**config.mk**
```make
export PLATFORM = sky130hd
export DESIGN_NAME = spi_batch_sched
export DESIGN_NICKNAME = d
export VERILOG_FILES = /design/src/rtl/spi_batch_sched.sv
export SDC_FILE = /design/constraint.sdc
export NUM_CORES = 1
export LEC_CHECK = 0
export ABC_CLOCK_PERIOD_IN_PS = 5050
export BUFFER_PORTS_ARGS = -buffer_cell sky130_fd_sc_hd__buf_2
export CAP_MARGIN = 40
export CELL_PAD_IN_SITES_DETAIL_PLACEMENT = 1
export CELL_PAD_IN_SITES_GLOBAL_PLACEMENT = 1
export CORE_MARGIN = 3
export CORE_UTILIZATION = 42
export CTS_CLUSTER_SIZE = 8
export DETAILED_ROUTE_END_ITERATION = 10
export GPL_TIMING_DRIVEN = 0
export HOLD_SLACK_MARGIN = 0.1
export PLACE_DENSITY_LB_ADDON = 0.1
export RECOVER_POWER = 25
export SLEW_MARGIN = 20
export SYNTH_ARGS = -nofsm -noshare
export SYNTH_HDL_FRONTEND = slang
export SYNTH_SLANG_ARGS = --single-unit
```
**constraint.sdc**
```tcl
create_clock -name pclk_i -period 5.05 [get_ports pclk_i]
set_input_delay 0.505 -clock pclk_i [delete_from_list [all_inputs] [get_ports pclk_i]]
set_output_delay 0.505 -clock pclk_i [all_outputs]
set_load 0.1 [all_outputs]
```
**src/rtl/spi_batch_sched.sv**
```systemverilog
// spi_batch_sched: round-robin APB master that packs requester (addr, data) byte pairs into spi_ctlr batches.
// Optional poll timeout: define SPI_BATCH_SCHED_TIMEOUT_EN.
module spi_batch_sched #(
    parameter int NUM_REQ      = 2,
    parameter int MAX_TXS      = 8,
    parameter int ADDR_WIDTH   = 8,
    parameter int DATA_WIDTH   = 8,
    parameter int POLL_GAP     = 4,
    parameter int POLL_TIMEOUT = 256
) (
    input  logic                          pclk_i,
    input  logic                          prst_i,
    input  logic [NUM_REQ-1:0]            req_valid_i,
    input  logic [NUM_REQ*DATA_WIDTH-1:0] req_addr_i,
    input  logic [NUM_REQ*DATA_WIDTH-1:0] req_data_i,
    input  logic [NUM_REQ-1:0]            req_last_i,
    output logic [NUM_REQ-1:0]            req_ready_o,
    output logic [NUM_REQ-1:0]            done_o,
    output logic [NUM_REQ-1:0]            err_o,
    output logic [ADDR_WIDTH-1:0]         m_paddr_o,
    output logic [DATA_WIDTH-1:0]         m_pwdata_o,
    output logic                          m_pwrite_o,
    output logic                          m_penable_o,
    input  logic [DATA_WIDTH-1:0]         m_prdata_i,
    input  logic                          m_pready_i,
    input  logic                          m_pslverr_i
);
    localparam int IW  = MAX_TXS > 1 ? $clog2(MAX_TXS) : 1;
    localparam int RW  = NUM_REQ > 1 ? $clog2(NUM_REQ) : 1;
    localparam int GW  = $clog2(POLL_GAP + 1);
    typedef enum logic [2:0] {S_IDLE, S_ACCEPT, S_WR_ADDR, S_WR_DATA, S_START, S_GAP, S_POLL, S_FINISH} state_t;
    state_t                state;
    logic [RW-1:0]         ptr, grant, win;
    logic                  found, poll_expired;
    logic [IW-1:0]         idx;
    logic [GW-1:0]         gap_cnt;
    logic [DATA_WIDTH-1:0] pair_addr, pair_data, acc_data;
    logic [ADDR_WIDTH-1:0] acc_addr;
    logic                  pair_last;
    logic [NUM_REQ-1:0]    grant_oh;
    logic                  unused_prdata;
    assign grant_oh      = NUM_REQ'(1) << grant;
    assign unused_prdata = ^m_prdata_i[DATA_WIDTH-1:1];
    // Highest offset first so the nearest requester after ptr wins last.
    always_comb begin
        win   = ptr;
        found = 1'b0;
        for (int k = NUM_REQ; k >= 1; k--) begin
            if (req_valid_i[(int'(ptr) + k) % NUM_REQ]) begin
                win   = RW'((int'(ptr) + k) % NUM_REQ);
                found = 1'b1;
            end
        end
    end
    always_comb begin
        acc_addr = state == S_WR_ADDR ? ADDR_WIDTH'(idx) :
                   state == S_WR_DATA ? ADDR_WIDTH'(idx) + ADDR_WIDTH'('h10) : ADDR_WIDTH'('h20);
        acc_data = state == S_WR_ADDR ? pair_addr :
                   state == S_WR_DATA ? pair_data :
                   state == S_START   ? DATA_WIDTH'({idx, 1'b1}) : '0;
    end
`ifdef SPI_BATCH_SCHED_TIMEOUT_EN
    localparam int PCW = $clog2(POLL_TIMEOUT + 1);
    logic [PCW-1:0] poll_cnt;
    always_ff @(posedge pclk_i or negedge prst_i) begin
        if (!prst_i)
            poll_cnt <= '0;
        else if (state == S_POLL && m_penable_o && m_pready_i)
            poll_cnt <= poll_cnt + 1'b1;
        else if (state == S_IDLE)
            poll_cnt <= '0;
    end
    assign poll_expired = poll_cnt == PCW'(POLL_TIMEOUT - 1);
`else
    assign poll_expired = 1'b0;
`endif
    always_ff @(posedge pclk_i or negedge prst_i) begin
        if (!prst_i) begin
            state       <= S_IDLE;
            ptr         <= RW'(NUM_REQ - 1);
            grant       <= '0;
            idx         <= '0;
            gap_cnt     <= '0;
            pair_addr   <= '0;
            pair_data   <= '0;
            pair_last   <= 1'b0;
            req_ready_o <= '0;
            done_o      <= '0;
            err_o       <= '0;
            m_paddr_o   <= '0;
            m_pwdata_o  <= '0;
            m_pwrite_o  <= 1'b0;
            m_penable_o <= 1'b0;
        end else begin
            done_o <= '0;
            err_o  <= '0;
            case (state)
                S_IDLE: if (found) begin
                    grant       <= win;
                    ptr         <= win;
                    req_ready_o <= NUM_REQ'(1) << win;
                    state       <= S_ACCEPT;
                end
                S_ACCEPT: if (req_valid_i[grant]) begin
                    pair_addr   <= req_addr_i[grant*DATA_WIDTH +: DATA_WIDTH];
                    pair_data   <= req_data_i[grant*DATA_WIDTH +: DATA_WIDTH];
                    pair_last   <= req_last_i[grant];
                    req_ready_o <= '0;
                    state       <= S_WR_ADDR;
                end
                S_GAP: begin
                    gap_cnt <= gap_cnt == GW'(POLL_GAP - 1) ? '0 : gap_cnt + 1'b1;
                    state   <= gap_cnt == GW'(POLL_GAP - 1) ? S_POLL : S_GAP;
                end
                S_FINISH: begin
                    idx   <= '0;
                    state <= S_IDLE;
                end
                default: if (!m_penable_o) begin
                    m_penable_o <= 1'b1;
                    m_paddr_o   <= acc_addr;
                    m_pwdata_o  <= acc_data;
                    m_pwrite_o  <= state != S_POLL;
                end else if (m_pready_i) begin
                    m_penable_o <= 1'b0;
                    m_paddr_o   <= '0;
                    m_pwdata_o  <= '0;
                    m_pwrite_o  <= 1'b0;
                    if (m_pslverr_i || (state == S_POLL && m_prdata_i[0] && poll_expired)) begin
                        err_o <= grant_oh;
                        idx   <= '0;
                        state <= S_IDLE;
                    end else if (state == S_WR_ADDR)
                        state <= S_WR_DATA;
                    else if (state == S_WR_DATA) begin
                        if (pair_last || idx == IW'(MAX_TXS - 1))
                            state <= S_START;
                        else begin
                            idx         <= idx + 1'b1;
                            req_ready_o <= grant_oh;
                            state       <= S_ACCEPT;
                        end
                    end else if (state == S_START)
                        state <= S_GAP;
                    else if (!m_prdata_i[0]) begin
                        done_o <= grant_oh;
                        state  <= S_FINISH;
                    end else
                        state <= S_GAP;
                end
            endcase
        end
    end
endmodule

```
# Yosys cells after proc, flatten, opt, wreduce, memory -nomap -nowiden
# Index checks and enable logic that the tools add are counted.
[word_totals] mem_bits_ro=0 latch_bits=0 n_memories=0 out_inout_bits=24 register_bits=52 ram_bits=0
[classes] n_reduce_logical=19 n_lt_le_gt_ge=3 muxes=67 n_div=0 bitwise_logic=5 n_mul=0 eq_ne=17 addsub=5 shift=4
[ops] operator="2-bit 2-to-1 mux" count=23
[ops] operator="3-bit 2-to-1 mux" count=15
[ops] operator="8-bit 2-to-1 mux" count=5
[ops] operator="16-bit by 5-bit indexed part select with 8-bit output" count=2
[ops] operator="1-bit 2-to-1 mux" count=18
[ops] operator="3-bit equality test, second input constant" count=4
[ops] operator="6-bit 2-to-1 mux" count=2
[ops] operator="3-bit case mux with 4 select lines" count=1
[ops] operator="3-bit nonzero test" count=4
[ops] operator="5-bit nonzero test" count=2
[ops] operator="3-bit by 2-bit equality test with 1-bit output, second input constant" count=3
[ops] operator="3-bit by 1-bit != test with 1-bit output, second input constant" count=3
[ops] operator="9-bit AND reduction" count=1
[ops] operator="3-bit by 1-bit adder with 3-bit output, second input constant" count=2
[ops] operator="3-bit by 5-bit adder with 6-bit output, second input constant" count=1
[ops] operator="2-bit by 3-bit less-than comparator with 1-bit output, second input constant" count=2
[ops] operator="3-bit by 2-bit != test with 1-bit output, second input constant" count=2
[ops] operator="2-bit case mux with 3 select lines" count=1
[ops] operator="3-bit case mux with 2 select lines" count=1
[ops] operator="2-bit AND reduction" count=3
[ops] operator="6-bit AND reduction" count=1
[ops] operator="4-bit 2-to-1 mux" count=1
[ops] operator="2-bit != test, second input constant" count=2
[ops] operator="4-bit AND reduction" count=1
[ops] operator="other kinds (14)" count=20

# Depth between registers and ports, before layout
[logic_depth] ltp_word=10 ltp_mapped=6 depth_no_buf=6

# Worst setup path after synthesis
# No wires, ideal clock.
[synth_timing] path_kind="reg-to-reg" start="register m_penable_o" end="register req_ready_o[0]" path_buffers=1 synth_period_minus_slack_ps=2136 stages_incl_launch_ff=6 slack_ps=2914 setup_ps=125 t_arrival_ps=2010 path_cell_list="dfrtp_1 buf_2 and3b_1 nand4_1 o31ai_4 mux2_2"
[synth_via] elab_chain_len=2
[synth_lines] item="start, declared" line="23" text="output logic m_penable_o,"
[synth_lines] item="start signal, assigned" line="93" text="m_penable_o <= 1'b0;"
[synth_lines] item="start signal, assigned" line="120" text="m_penable_o <= 1'b1;"
[synth_lines] item="start signal, assigned" line="125" text="m_penable_o <= 1'b0;"
[synth_lines] item="3-bit nonzero test (no source line)"
[synth_lines] item="9-bit AND reduction (no source line)"
[synth_lines] item="end signal, assigned" line="101" text="req_ready_o <= NUM_REQ'(1) << win;"
[synth_lines] item="end signal, assigned" line="140" text="req_ready_o <= grant_oh;"
[synth_lines] item="end, declared" line="17" text="output logic [NUM_REQ-1:0] req_ready_o,"
# Every way passes these cells.
# A chain may end at the register's enable or synchronous reset.

==> out/results.txt <==
result of the run = finished, final reports clean
setup repair bufs after CTS = 0
Synth cell types = 41
Seq cells post-synth = 49
Initial Util = 0.442
unrepaired setup endpoints after global routing = false
Crit. End Element = async pin
Setup crit start kind = input pin
Mapped Cells = 242
Syn Std Cell Area = 2480 um2
fin cells = 385
number of clock sinks = 49
syn avg cell area = 10.3 um2
FP Rows = 27
CP peak stage delay = 1100 ps
HPWL Detailed = 5010 um
setup TNS = 0 ps
Core ar. = 5610 um2
die width = 82.9 um
root buffer cell = clkbuf_8
Setup CP Type = in -> async
headroom to the max-slew limit = 0.0599
per-cell routed wire length = 16.8 um
post-route antenna net violation count = 0
Post-route DRC = 0
fmax = 423 MHz
final total power = 2.08 mW
Worst VDD drop = 0.282 mV
clk slew on worst S/H paths = 90 ps
die area = 6870 um2
initial antenna violation count = 0
later-pin clock latency in the skew report = 300 ps
Hold Path Cell Cnt = 2
min Tclk post-route = 2360 ps
Max Transition Viols Final = 0
clock buffer depth = 2
pin count of the biggest net entering global routing = 27
Hold Buf Count CTS = 0
Worst path slowest cell = clkbuf_1
Worst Hold Path EP = ptr$_DFFE_PN1P_
first-pass GRT wire length = 11100 um
Final Hold Vio Count = 0
layout cells sized above 1 = 0.281
Antenna Cells = 0
I/O pin cnt = 72
post-synthesis sequential area ratio = 0.495
fin crit share = 0.468
Commonest cells post-synth = 48 x dfrtp_1, 32 x nand2_1, 28 x mux2i_1, 24 x o21ai_0, 12 x nor2_1
dpl ws = 3160 ps
Worst Setup Slack, final = 2690 ps
via count = 2051
Slew @ Worst Pin = 1410 ps
r2r worst-path depth = 6
First-pass DRT Iterations = 4
drt via density = 5.33
reg2reg end = req_ready_o[0]$_DFFE_PN0P_
share of the synthesized area in the top cell type = 0.484
Yosys top cell by area = dfrtp_1
placed insts = 378
fillers = 680
die height = 82.9 um
Clock H-tree levels = 2
top-count cell post-synth = dfrtp_1
total CTS buffers = 5
gpl congestion = 0.768
Final Net Count = 364
post_cts resized = 0
crit path cell chain = clkbuf_1 -> clkbuf_1
Tot GR Track Use = 0.198
HP Start = req_valid_i[0]
Critical Path Fanout Max = 26
CP top delay family = buffers and inverters
Final Setup Violations = 0
Max Cap Viol = 0
RR Startpoint = idx[0]$_DFFE_PN0P_
hold crit path type = in -> reg
Async SR Flop Fraction = 1.00
Layout area overhead = 19.8%
DRT Wirelength = 6470 um
gr ovfl total = 0
IO Port Bufs = 61
WP buf/inv = 2
synth top area cells = dfrtp_1 48%, mux2i_1 11%, o21ai_0 4.8%, nand2_1 4.8%, a22o_1 2.8%
Post-synth EDFFs = 0
Synth Flop Type = dfrtp_1
most used cell, CP = clkbuf_1
Worst Skew = 4.83 ps
vias in the first global route = 2259
Worst EP required = 5220 ps
Initial DRC Count = 77
synth warn = 0
P_leak = 1.51 nW
crit path DAT = 2540 ps
TritonCTS clock tree = done
r2r setup slk = 3150 ps
pwr/cell area = 700 nW/um2
## layer usage
metal / GRT usage / vias to the layer above / part of all wire
met2: 0.344 / 51 / 0.51
met4: 0.0490 / 0 / 0.0045
li1: - / 996 / -
met3: 0.0397 / 2 / 0.046
met1: 0.253 / 1002 / 0.44
met5: 0 / - / 0
## worst max-delay path by stage
stage                            start                    endpoint  slack [ps]  cells past startpoint
2_1_floorplan  m_penable_o$_DFFE_PN0P_  req_ready_o[0]$_DFFE_PN0P_        2910                      5
3_3_place_gp        idx[0]$_DFFE_PN0P_  req_ready_o[0]$_DFFE_PN0P_        3150                      6
3_5_place_dp        idx[0]$_DFFE_PN0P_  req_ready_o[0]$_DFFE_PN0P_        3160                      6
4_1_cts             idx[0]$_DFFE_PN0P_  req_ready_o[0]$_DFFE_PN0P_        3140                      6
5_1_grt                         prst_i    pair_data[2]$_DFFE_PN0P_        2240                      2
6_report                        prst_i   m_pwdata_o[0]$_DFFE_PN0P_        2690                      2
## kinds of logic (layout without fill, tap and decap cells)
| group | count (synthesis) | count (layout) | synth area share |
|---|---|---|---|
| mux | 32 | 32 | 0.131 |
| buf+inv | 27 | 96 | 0.0590 |
| flops | 49 | 49 | 0.495 |
| simple gates | 65 | 65 | 0.119 |
| compound gates | 65 | 65 | 0.180 |
| other cells | 1 | 3 | 0.00151 |
| fa+ha+maj | 3 | 3 | 0.0151 |
## where the power goes
part / total, mW / leakage [nW] / switching, mW / internal (mW)
combinational: 1.21 / 0.836 / 0.856 / 0.355
clock: 0.235 / 0.0443 / 0.126 / 0.109
sequential: 0.635 / 0.629 / 0.0876 / 0.547
total: 2.08 / 1.51 / 1.07 / 1.01
## sequential cells by signal, indices dropped and copies added (netlist names)
name         count
done_o           2
err_o            2
gap_cnt          3
grant            1
idx              3
m_paddr_o        5
m_penable_o      1
m_pwdata_o       8
m_pwrite_o       1
pair_addr        8
pair_data        8
pair_last        1
ptr              1
req_ready_o      2
state            3
## layout by cell type (no fill, tap or decap), drive strengths merged, types with 2 or more instances in the layout
master	n
nor2	12
o31ai	5
a21oi	8
dfrtp	48
mux2i	28
nand2b	3
o32ai	2
inv	8
nand4	2
a31oi	3
conb	3
clkbuf	13
ha	3
nand2	32
nand3	5
and3	4
o2bb2ai	7
a22o	8
buf	75
o21ai	24
mux2	4
## metrics by stage
step | cell area [um2] | util | hold WS (ps)
2_1_floorplan | 2490 | - | 209
3_3_place_gp | 2880 | 0.514 | 458
3_5_place_dp | 2900 | 0.518 | 476
4_1_cts | 2990 | 0.533 | 210
5_1_grt | 2970 | 0.530 | 454
6_report | 2970 | 0.530 | 440
## cell type report
type                            instances  area (um2)  area share
Clock buffer                            7        86.3      0.0290
Multi-Input combinational cell        168        1110       0.375
Inverter                                8        30.0      0.0101
Timing Repair Buffer                   62         308       0.104
Sequential cell                        49        1230       0.413
Buffer                                 19         116      0.0391
Tap cell                               72        90.1      0.0303
No activity file was read; power rests on OpenSTA's default activity.
